$ cat src/rtl/qpsk_tx_modulator_if.sv
// rtl/qpsk_tx_modulator_if.sv - symbol handshake interface for the QPSK transmit modulator
interface qpsk_tx_modulator_if;
    logic [1:0] sym_data;
    logic       sym_valid;
    logic       sym_ready;

    modport master (output sym_data, output sym_valid, input sym_ready);
    modport slave  (input sym_data, input sym_valid, output sym_ready);
endinterface

$ cat src/rtl/qpsk_tx_modulator.sv
// rtl/qpsk_tx_modulator.sv - QPSK transmit modulator with symbol FIFO (optional TX_PREAMBLE_EN)
module qpsk_tx_modulator #(
    parameter int SAMPLE_DIV = 4,
    parameter int FIFO_DEPTH = 4
) (
    input  logic                  clk_i,
    input  logic                  reset_i,
    qpsk_tx_modulator_if.slave    sym_if,
    output logic signed [8:0]     mod_out_o,
    output logic signed [8:0]     sin_out_o,
    output logic signed [8:0]     cos_out_o,
    output logic                  tx_busy_o,
    output logic                  sym_start_o
);
    localparam int PW = (FIFO_DEPTH > 1) ? $clog2(FIFO_DEPTH) : 1;
    localparam int CW = PW + 1;
    localparam int DW = (SAMPLE_DIV > 1) ? $clog2(SAMPLE_DIV) : 1;
    localparam logic [DW-1:0] DIV_MAX = DW'(SAMPLE_DIV - 1);
    localparam logic [CW-1:0] FULL_CNT = CW'(FIFO_DEPTH);
`ifdef TX_PREAMBLE_EN
    localparam bit PREAMBLE = 1'b1;
`else
    localparam bit PREAMBLE = 1'b0;
`endif

    typedef enum logic {IDLE, TX} state_t;

    logic [1:0]    mem_q [FIFO_DEPTH];
    logic [PW-1:0] wr_q, rd_q;
    logic [CW-1:0] count_q, count_d;
    logic          ready_q;
    logic          push, pop, empty, div_wrap;
    logic [1:0]    head;

    state_t            state_q;
    logic [4:0]        phase_q;
    logic [DW-1:0]     div_q;
    logic [1:0]        cur_sym_q;
    logic signed [8:0] mod_q, sin_q, cos_q;
    logic              busy_q, start_q;

    // Quarter-wave magnitudes of round(100*sin), index 0..8.
    function automatic logic [6:0] quarter(input logic [3:0] i);
        case (i)
            4'd0:    quarter = 7'd0;
            4'd1:    quarter = 7'd20;
            4'd2:    quarter = 7'd38;
            4'd3:    quarter = 7'd56;
            4'd4:    quarter = 7'd71;
            4'd5:    quarter = 7'd83;
            4'd6:    quarter = 7'd92;
            4'd7:    quarter = 7'd98;
            default: quarter = 7'd100;
        endcase
    endfunction

    // Full 32-entry sine built by mirroring within each half and negating the second half.
    function automatic logic signed [8:0] sin_lut(input logic [4:0] k);
        logic [3:0] j;
        logic [3:0] jm;
        logic [6:0] m;
        j  = k[3:0];
        jm = 4'd0 - j;
        m  = (j <= 4'd8) ? quarter(j) : quarter(jm);
        sin_lut = k[4] ? -$signed({2'b00, m}) : $signed({2'b00, m});
    endfunction

    // Ic*sin + Qc*cos; bit0 selects I sign, bit1 inverts Q.
    function automatic logic signed [8:0] mod_sample(input logic [1:0] sym, input logic [4:0] k);
        logic signed [8:0] s, c;
        s = sin_lut(k);
        c = sin_lut(k + 5'd8);
        mod_sample = (sym[0] ? s : -s) + (sym[1] ? -c : c);
    endfunction

    assign empty            = (count_q == '0);
    assign head             = mem_q[rd_q];
    assign push             = sym_if.sym_valid && ready_q;
    assign div_wrap         = (div_q == DIV_MAX);
    assign sym_if.sym_ready = ready_q;

    // Pop decision: symbol load from IDLE (unless a preamble goes first) or at a symbol boundary.
    always_comb begin
        pop = 1'b0;
        case (state_q)
            IDLE:    pop = !empty && !PREAMBLE;
            TX:      pop = div_wrap && (phase_q == 5'd31) && !empty;
            default: pop = 1'b0;
        endcase
    end

    // Next FIFO occupancy.
    always_comb begin
        count_d = count_q;
        if (push && !pop)
            count_d = count_q + 1'b1;
        else if (!push && pop)
            count_d = count_q - 1'b1;
    end

    // FIFO storage, written on accepted handshake.
    always_ff @(posedge clk_i) begin
        if (push)
            mem_q[wr_q] <= sym_if.sym_data;
    end

    // FIFO pointers, count and registered ready (low while full, regardless of a pop).
    always_ff @(posedge clk_i) begin
        if (!reset_i) begin
            wr_q    <= '0;
            rd_q    <= '0;
            count_q <= '0;
            ready_q <= 1'b0;
        end else begin
            if (push)
                wr_q <= wr_q + 1'b1;
            if (pop)
                rd_q <= rd_q + 1'b1;
            count_q <= count_d;
            ready_q <= (count_d != FULL_CNT);
        end
    end

    // Symbol sequencer: sample timing, phase stepping and registered carrier outputs.
    always_ff @(posedge clk_i) begin
        if (!reset_i) begin
            state_q   <= IDLE;
            phase_q   <= '0;
            div_q     <= '0;
            cur_sym_q <= '0;
            mod_q     <= '0;
            sin_q     <= '0;
            cos_q     <= 9'sd100;
            busy_q    <= 1'b0;
            start_q   <= 1'b0;
        end else begin
            start_q <= 1'b0;
            case (state_q)
                IDLE: begin
                    phase_q <= '0;
                    div_q   <= '0;
                    if (!empty) begin
                        state_q   <= TX;
                        busy_q    <= 1'b1;
                        start_q   <= 1'b1;
                        cur_sym_q <= PREAMBLE ? 2'b01 : head;
                        mod_q     <= mod_sample(PREAMBLE ? 2'b01 : head, 5'd0);
                        sin_q     <= sin_lut(5'd0);
                        cos_q     <= sin_lut(5'd8);
                    end else begin
                        busy_q <= 1'b0;
                        mod_q  <= '0;
                        sin_q  <= '0;
                        cos_q  <= 9'sd100;
                    end
                end
                TX: begin
                    if (!div_wrap) begin
                        div_q <= div_q + 1'b1;
                    end else begin
                        div_q <= '0;
                        if (phase_q != 5'd31) begin
                            phase_q <= phase_q + 5'd1;
                            mod_q   <= mod_sample(cur_sym_q, phase_q + 5'd1);
                            sin_q   <= sin_lut(phase_q + 5'd1);
                            cos_q   <= sin_lut(phase_q + 5'd9);
                        end else if (!empty) begin
                            phase_q   <= '0;
                            cur_sym_q <= head;
                            start_q   <= 1'b1;
                            mod_q     <= mod_sample(head, 5'd0);
                            sin_q     <= sin_lut(5'd0);
                            cos_q     <= sin_lut(5'd8);
                        end else begin
                            state_q <= IDLE;
                            phase_q <= '0;
                            busy_q  <= 1'b0;
                            mod_q   <= '0;
                            sin_q   <= '0;
                            cos_q   <= 9'sd100;
                        end
                    end
                end
                default: state_q <= IDLE;
            endcase
        end
    end

    assign mod_out_o   = mod_q;
    assign sin_out_o   = sin_q;
    assign cos_out_o   = cos_q;
    assign tx_busy_o   = busy_q;
    assign sym_start_o = start_q;
endmodule

$ cat src/flat_wrapper.sv
// flat-port wrapper written by rule: the top's interface ports become plain ports
module qpsk_tx_modulator_flat 
#(
    parameter int SAMPLE_DIV = 4,
    parameter int FIFO_DEPTH = 4
)
  (clk_i, reset_i, mod_out_o, sin_out_o, cos_out_o, tx_busy_o, sym_start_o, sym_if_sym_data, sym_if_sym_valid, sym_if_sym_ready);
  qpsk_tx_modulator_if sym_if_i ();
  input  logic clk_i;
  input  logic reset_i;
  output logic signed [8:0] mod_out_o;
  output logic signed [8:0] sin_out_o;
  output logic signed [8:0] cos_out_o;
  output logic tx_busy_o;
  output logic sym_start_o;
  input wire logic [$bits(sym_if_i.sym_data)-1:0] sym_if_sym_data;
  input wire logic [$bits(sym_if_i.sym_valid)-1:0] sym_if_sym_valid;
  output wire logic [$bits(sym_if_i.sym_ready)-1:0] sym_if_sym_ready;
  assign sym_if_i.sym_data = sym_if_sym_data;
  assign sym_if_i.sym_valid = sym_if_sym_valid;
  assign sym_if_sym_ready = sym_if_i.sym_ready;
  qpsk_tx_modulator #(.SAMPLE_DIV(SAMPLE_DIV), .FIFO_DEPTH(FIFO_DEPTH)) u_core (.clk_i(clk_i), .reset_i(reset_i), .sym_if(sym_if_i), .mod_out_o(mod_out_o), .sin_out_o(sin_out_o), .cos_out_o(cos_out_o), .tx_busy_o(tx_busy_o), .sym_start_o(sym_start_o));
endmodule
$ cat config.mk
export PLATFORM = sky130hd
export DESIGN_NAME = qpsk_tx_modulator_flat
export DESIGN_NICKNAME = d
export VERILOG_FILES = /design/src/rtl/qpsk_tx_modulator_if.sv /design/src/rtl/qpsk_tx_modulator.sv /design/src/flat_wrapper.sv
export SDC_FILE = /design/constraint.sdc
export NUM_CORES = 1
export LEC_CHECK = 0
export BUFFER_PORTS_ARGS = -buffer_cell sky130_fd_sc_hd__buf_2
export CAP_MARGIN = 20
export CORE_MARGIN = 8
export CORE_UTILIZATION = 30
export CTS_CLUSTER_DIAMETER = 150
export DETAILED_ROUTE_END_ITERATION = 6
export SETUP_SLACK_MARGIN = 0.4
export SYNTH_ARGS = -nofsm -noshare
export SYNTH_HDL_FRONTEND = slang
export SYNTH_SLANG_ARGS = --single-unit
$ cat constraint.sdc
create_clock -name clk_i -period 4.19 [get_ports clk_i]
set_input_delay 0.2095 -clock clk_i [delete_from_list [all_inputs] [get_ports clk_i]]
set_output_delay 0.2095 -clock clk_i [all_outputs]
set_load 0.05 [all_outputs]
==> reports/metrics.csv <==
stage,metric,value,unit
critical_path,timing.rr.end,u_core.mod_out_o[8]$_SDFFE_PN0N_,
yosys,yosys-top-cells-area,"dfxtp_1 (22%), ha_1 (7.7%), xnor2_1 (7.0%)",
detailed_routing,detail-route-antenna-nets,0,
critical_path,critical_path_class,reg2reg,
detailed_routing,drt-total-wl,13600,um
critical_path,setup.worst_path.end,u_core.mod_out_o[8]$_SDFFE_PN0N_,
sta,hold_viol,0,
yosys,ys_types,74,
placement,gp_congestion,0.906,
detailed_routing,drc_errors,0,
yosys,synthArstFlopShare,0,%
yosys,synthTopCellsByCount,"dfxtp_1 (49), nand2_1 (46), nor2_1 (44)",
run_status,status,"complete, but fails checks",
global_route,grt_usage,14.7,%
sta,slew_headroom,44.9,%
critical_path,crit_start,u_core.phase_q[0]$_SDFFE_PN0N_,
sta,skew,0.00745,ns
sta,setup_viol,1,
sta,finalMaxSlewViolations,0,
critical_path,worstPathRequired,4.40,ns
run_status,violations,setup timing,
final_layout,multi_input_area,3320,sq um
critical_path,critPathArrivalTime,4.44,ns
yosys,yosysTopAreaCellShare,22.4,%
clocking,cts_hold_buf,0,
detailed_routing,drt-pass1-iter-count,4,
placement,portBuffers,34,
critical_path,startpoint_type,flop,
placement,post-place-cells,789,
detailed_routing,dr_total_vias,4250,
clocking,tritoncts,built,
yosys,synth_ff_type,dfxtp_1,
yosys,yosysMostFrequentCell,dfxtp_1,
sta,rsz0062_at_grt,true,
detailed_routing,via_per_inst,5.21,
sta,worst_slew_pin_slew,0.823,ns
final_layout,seq_area,1230,sq um
sta,tns,-0.0339,ns
worst_hold_path,min_path_type,in2reg,
yosys,yosys_warnings,0,
global_route,grt_remaining_overflow,0,
placement,dp_hpwl,10100,um
final_layout,drive_above_1_share,35.5,%
global_route,grt_pass1_wl,21700,um
sta,max_freq,0.237,GHz
global_route,grt_max_degree,30,
pwr,ir_worst_vdd,0.473,mV
clocking,clk_latency,0.33,ns
final_layout,n_fill_cell,1416,
final_layout,fin_nets,659,
final_layout,final_cell_count_no_fill,815,
critical_path,crit_path_end_kind,flop,
yosys,syn_nets,556,
floorplanning,start_util,30.4,%
global_route,grt_pass1_vias,4329,
floorplanning,dieArea,18700,sq um
critical_path,reg2regPathDepth,22,
critical_path,rrSetupSlack,-0.03,ns
critical_path,reg2reg_from,u_core.phase_q[0]$_SDFFE_PN0N_,
clocking,clock_path_buffers,2,
yosys,yosysTopAreaCell,dfxtp_1,
global_route,grt_antenna_before_repair,0,
clocking,cts_max_level,3,
floorplanning,die_y,137,um
sta,setup_slack,-0.0339,ns
final_layout,insertedDiodeCount,0,
clocking,clk_pin_slew,0.06,ns
detailed_routing,drt_iter0_drc,269,
clocking,cts_buffers,9,
final_layout,area_growth,38.7,%
yosys,ys_ff_latch,57,
yosys,synth_edf_count,8,
pwr,p_leak,2.45,nW
floorplanning,die_x,137,um
detailed_routing,wl_per_cell,16.7,um
sta,fin_crit,4.22,ns
critical_path,critPathMaxFanout,10,
yosys,syn_inst,523,
sta,period_share,101,%
clocking,clock_sinks,57,
pwr,power_density,449,nW/um^2
yosys,netlist_area,4380,sq um
clocking,cts-root-buf,clkbuf_16,
yosys,yosysSeqAreaShare,27.9,%
floorplanning,rows,44,
floorplanning,core_area,14400,sq um
flow_run,maxCapViolCount,0,
yosys,avgSynthCellArea,8.38,sq um
floorplanning,io_pins,35,
==> logic make-up (layout without fill, tap and decap cells) <==
logic type                 Yosys count  count (layout)  share of synthesized area, %
DFF                                 57              57                          27.9
and+or+nand+nor                    173             173                          20.2
adders and majority gates           28              28                          8.16
buffers and inverters               53             161                          5.88
AOI/OAI and AO/OA                  149             149                          23.8
muxes                               13              13                          3.63
xor gates and xnor gates            50              50                          10.5
==> how the worst min path moves through the flow <==
stage | start | endpoint | slack [ns] | cells past startpoint
after detailed placement | u_core.div_q[0]$_SDFF_PP0_ | u_core.div_q[0]$_SDFF_PP0_ | 0.42 | 1
final | sym_if_sym_data[0] | u_core.mem_q[2][0]$_DFFE_PP_ | 0.10 | 1
after CTS | sym_if_sym_data[1] | u_core.mem_q[1][1]$_DFFE_PP_ | 0.08 | 1
after global placement | u_core.div_q[0]$_SDFF_PP0_ | u_core.div_q[0]$_SDFF_PP0_ | 0.41 | 1
after floorplan | sym_if_sym_data[0] | u_core.mem_q[0][0]$_DFFE_PP_ | 0.31 | 0
after global routing | sym_if_sym_data[1] | u_core.mem_q[3][1]$_DFFE_PP_ | 0.09 | 1
==> power breakdown <==
part           leakage [nW]  total [mW]  switching, mW  internal [mW]
clock network         0.153       0.808          0.283          0.525
registers             0.475       0.742         0.0884          0.653
logic                  1.82        1.18          0.702          0.478
==> cells in the final DEF (no fill, tap or decap), types with 8 or more instances in the layout <==
| master | n |
|---|---|
| buf_4 | 83 |
| nand2_1 | 45 |
| dfxtp_1 | 45 |
| nor2_1 | 41 |
| buf_2 | 34 |
| o21ai_0 | 30 |
| xnor2_1 | 28 |
| a21oi_1 | 22 |
| inv_1 | 18 |
| ha_1 | 18 |
| nand2b_1 | 12 |
| and3_1 | 11 |
| and2_1 | 11 |
| a21oi_2 | 10 |
| nand3_1 | 9 |
| clkbuf_16 | 9 |
| xor2_1 | 8 |
| ha_4 | 8 |
| edfxtp_1 | 8 |
==> critical path, stage by stage (launching register included) <==
cell	delay [ns]
dfxtp_4	0.36
ha_4	0.19
buf_12	0.14
buf_4	0.14
nor4bb_1	0.27
a211oi_1	0.09
o22ai_2	0.23
inv_2	0.11
ha_4	0.17
and2_4	0.15
nor4_2	0.31
a21oi_1	0.14
and2_1	0.21
o21ai_0	0.20
xnor2_1	0.15
ha_1	0.26
o21ai_1	0.08
nand2b_1	0.08
a21oi_2	0.18
xor2_2	0.25
nor2_1	0.07
a311oi_1	0.22
nand3_1	0.11
==> repair_timing <==
action,4_1_cts,5_1_grt
gates resized for setup,28,35
pin swaps,25,17
buffers inserted,7,3
endpoints found under the setup margin,4,6
==> final cells by class <==
type / instances / share of cell area [%]
timing repair buffer: 123 / 14.6
clock buffer: 9 / 3.70
inverter: 22 / 1.44
sequential: 57 / 20.2
tap: 184 / 3.79
clock inverter: 7 / 1.67
multi-input combinational: 413 / 54.6
==> through the flow <==
step                      worst slack (ns)  hold WS [ns]  utilization, %  instance area (sq um)  total power, mW
after global routing                -0.327        0.0906            42.2                   6080             2.90
final                              -0.0339         0.100            42.2                   6080             2.73
after CTS                         0.000895        0.0837            40.7                   5870             2.63
after floorplan                     0.0246         0.308               -                   4520             1.49
after global placement              -0.140         0.409            37.2                   5370             1.74
after detailed placement            -0.152         0.417            37.2                   5370             1.77
==> sequential cells by signal (all words and copies together) (netlist names), named ones only <==
signal,flops
u_core.mod_out_o,9
u_core.mem_q,8
u_core.cur_sym_q,2
u_core.cos_out_o,9
u_core.wr_q,2
u_core.sym_start_o,1
u_core.phase_q,5
u_core.count_q,3
u_core.div_q,2
u_core.tx_busy_o,1
u_core.sym_if.sym_ready,1
u_core.sin_out_o,9
u_core.state_q,1
u_core.rd_q,2
==> layer usage <==
metal  vias to the layer above  part of all wire (%)  GRT usage (%)
met2                        98                    47           23.6
li1                       2087                     -              -
met5                         -                     0              0
met4                         0                   3.6           7.79
met3                        34                   4.7           4.07
met1                      2031                    45           17.7
No activity file was read; power rests on OpenSTA's default activity.
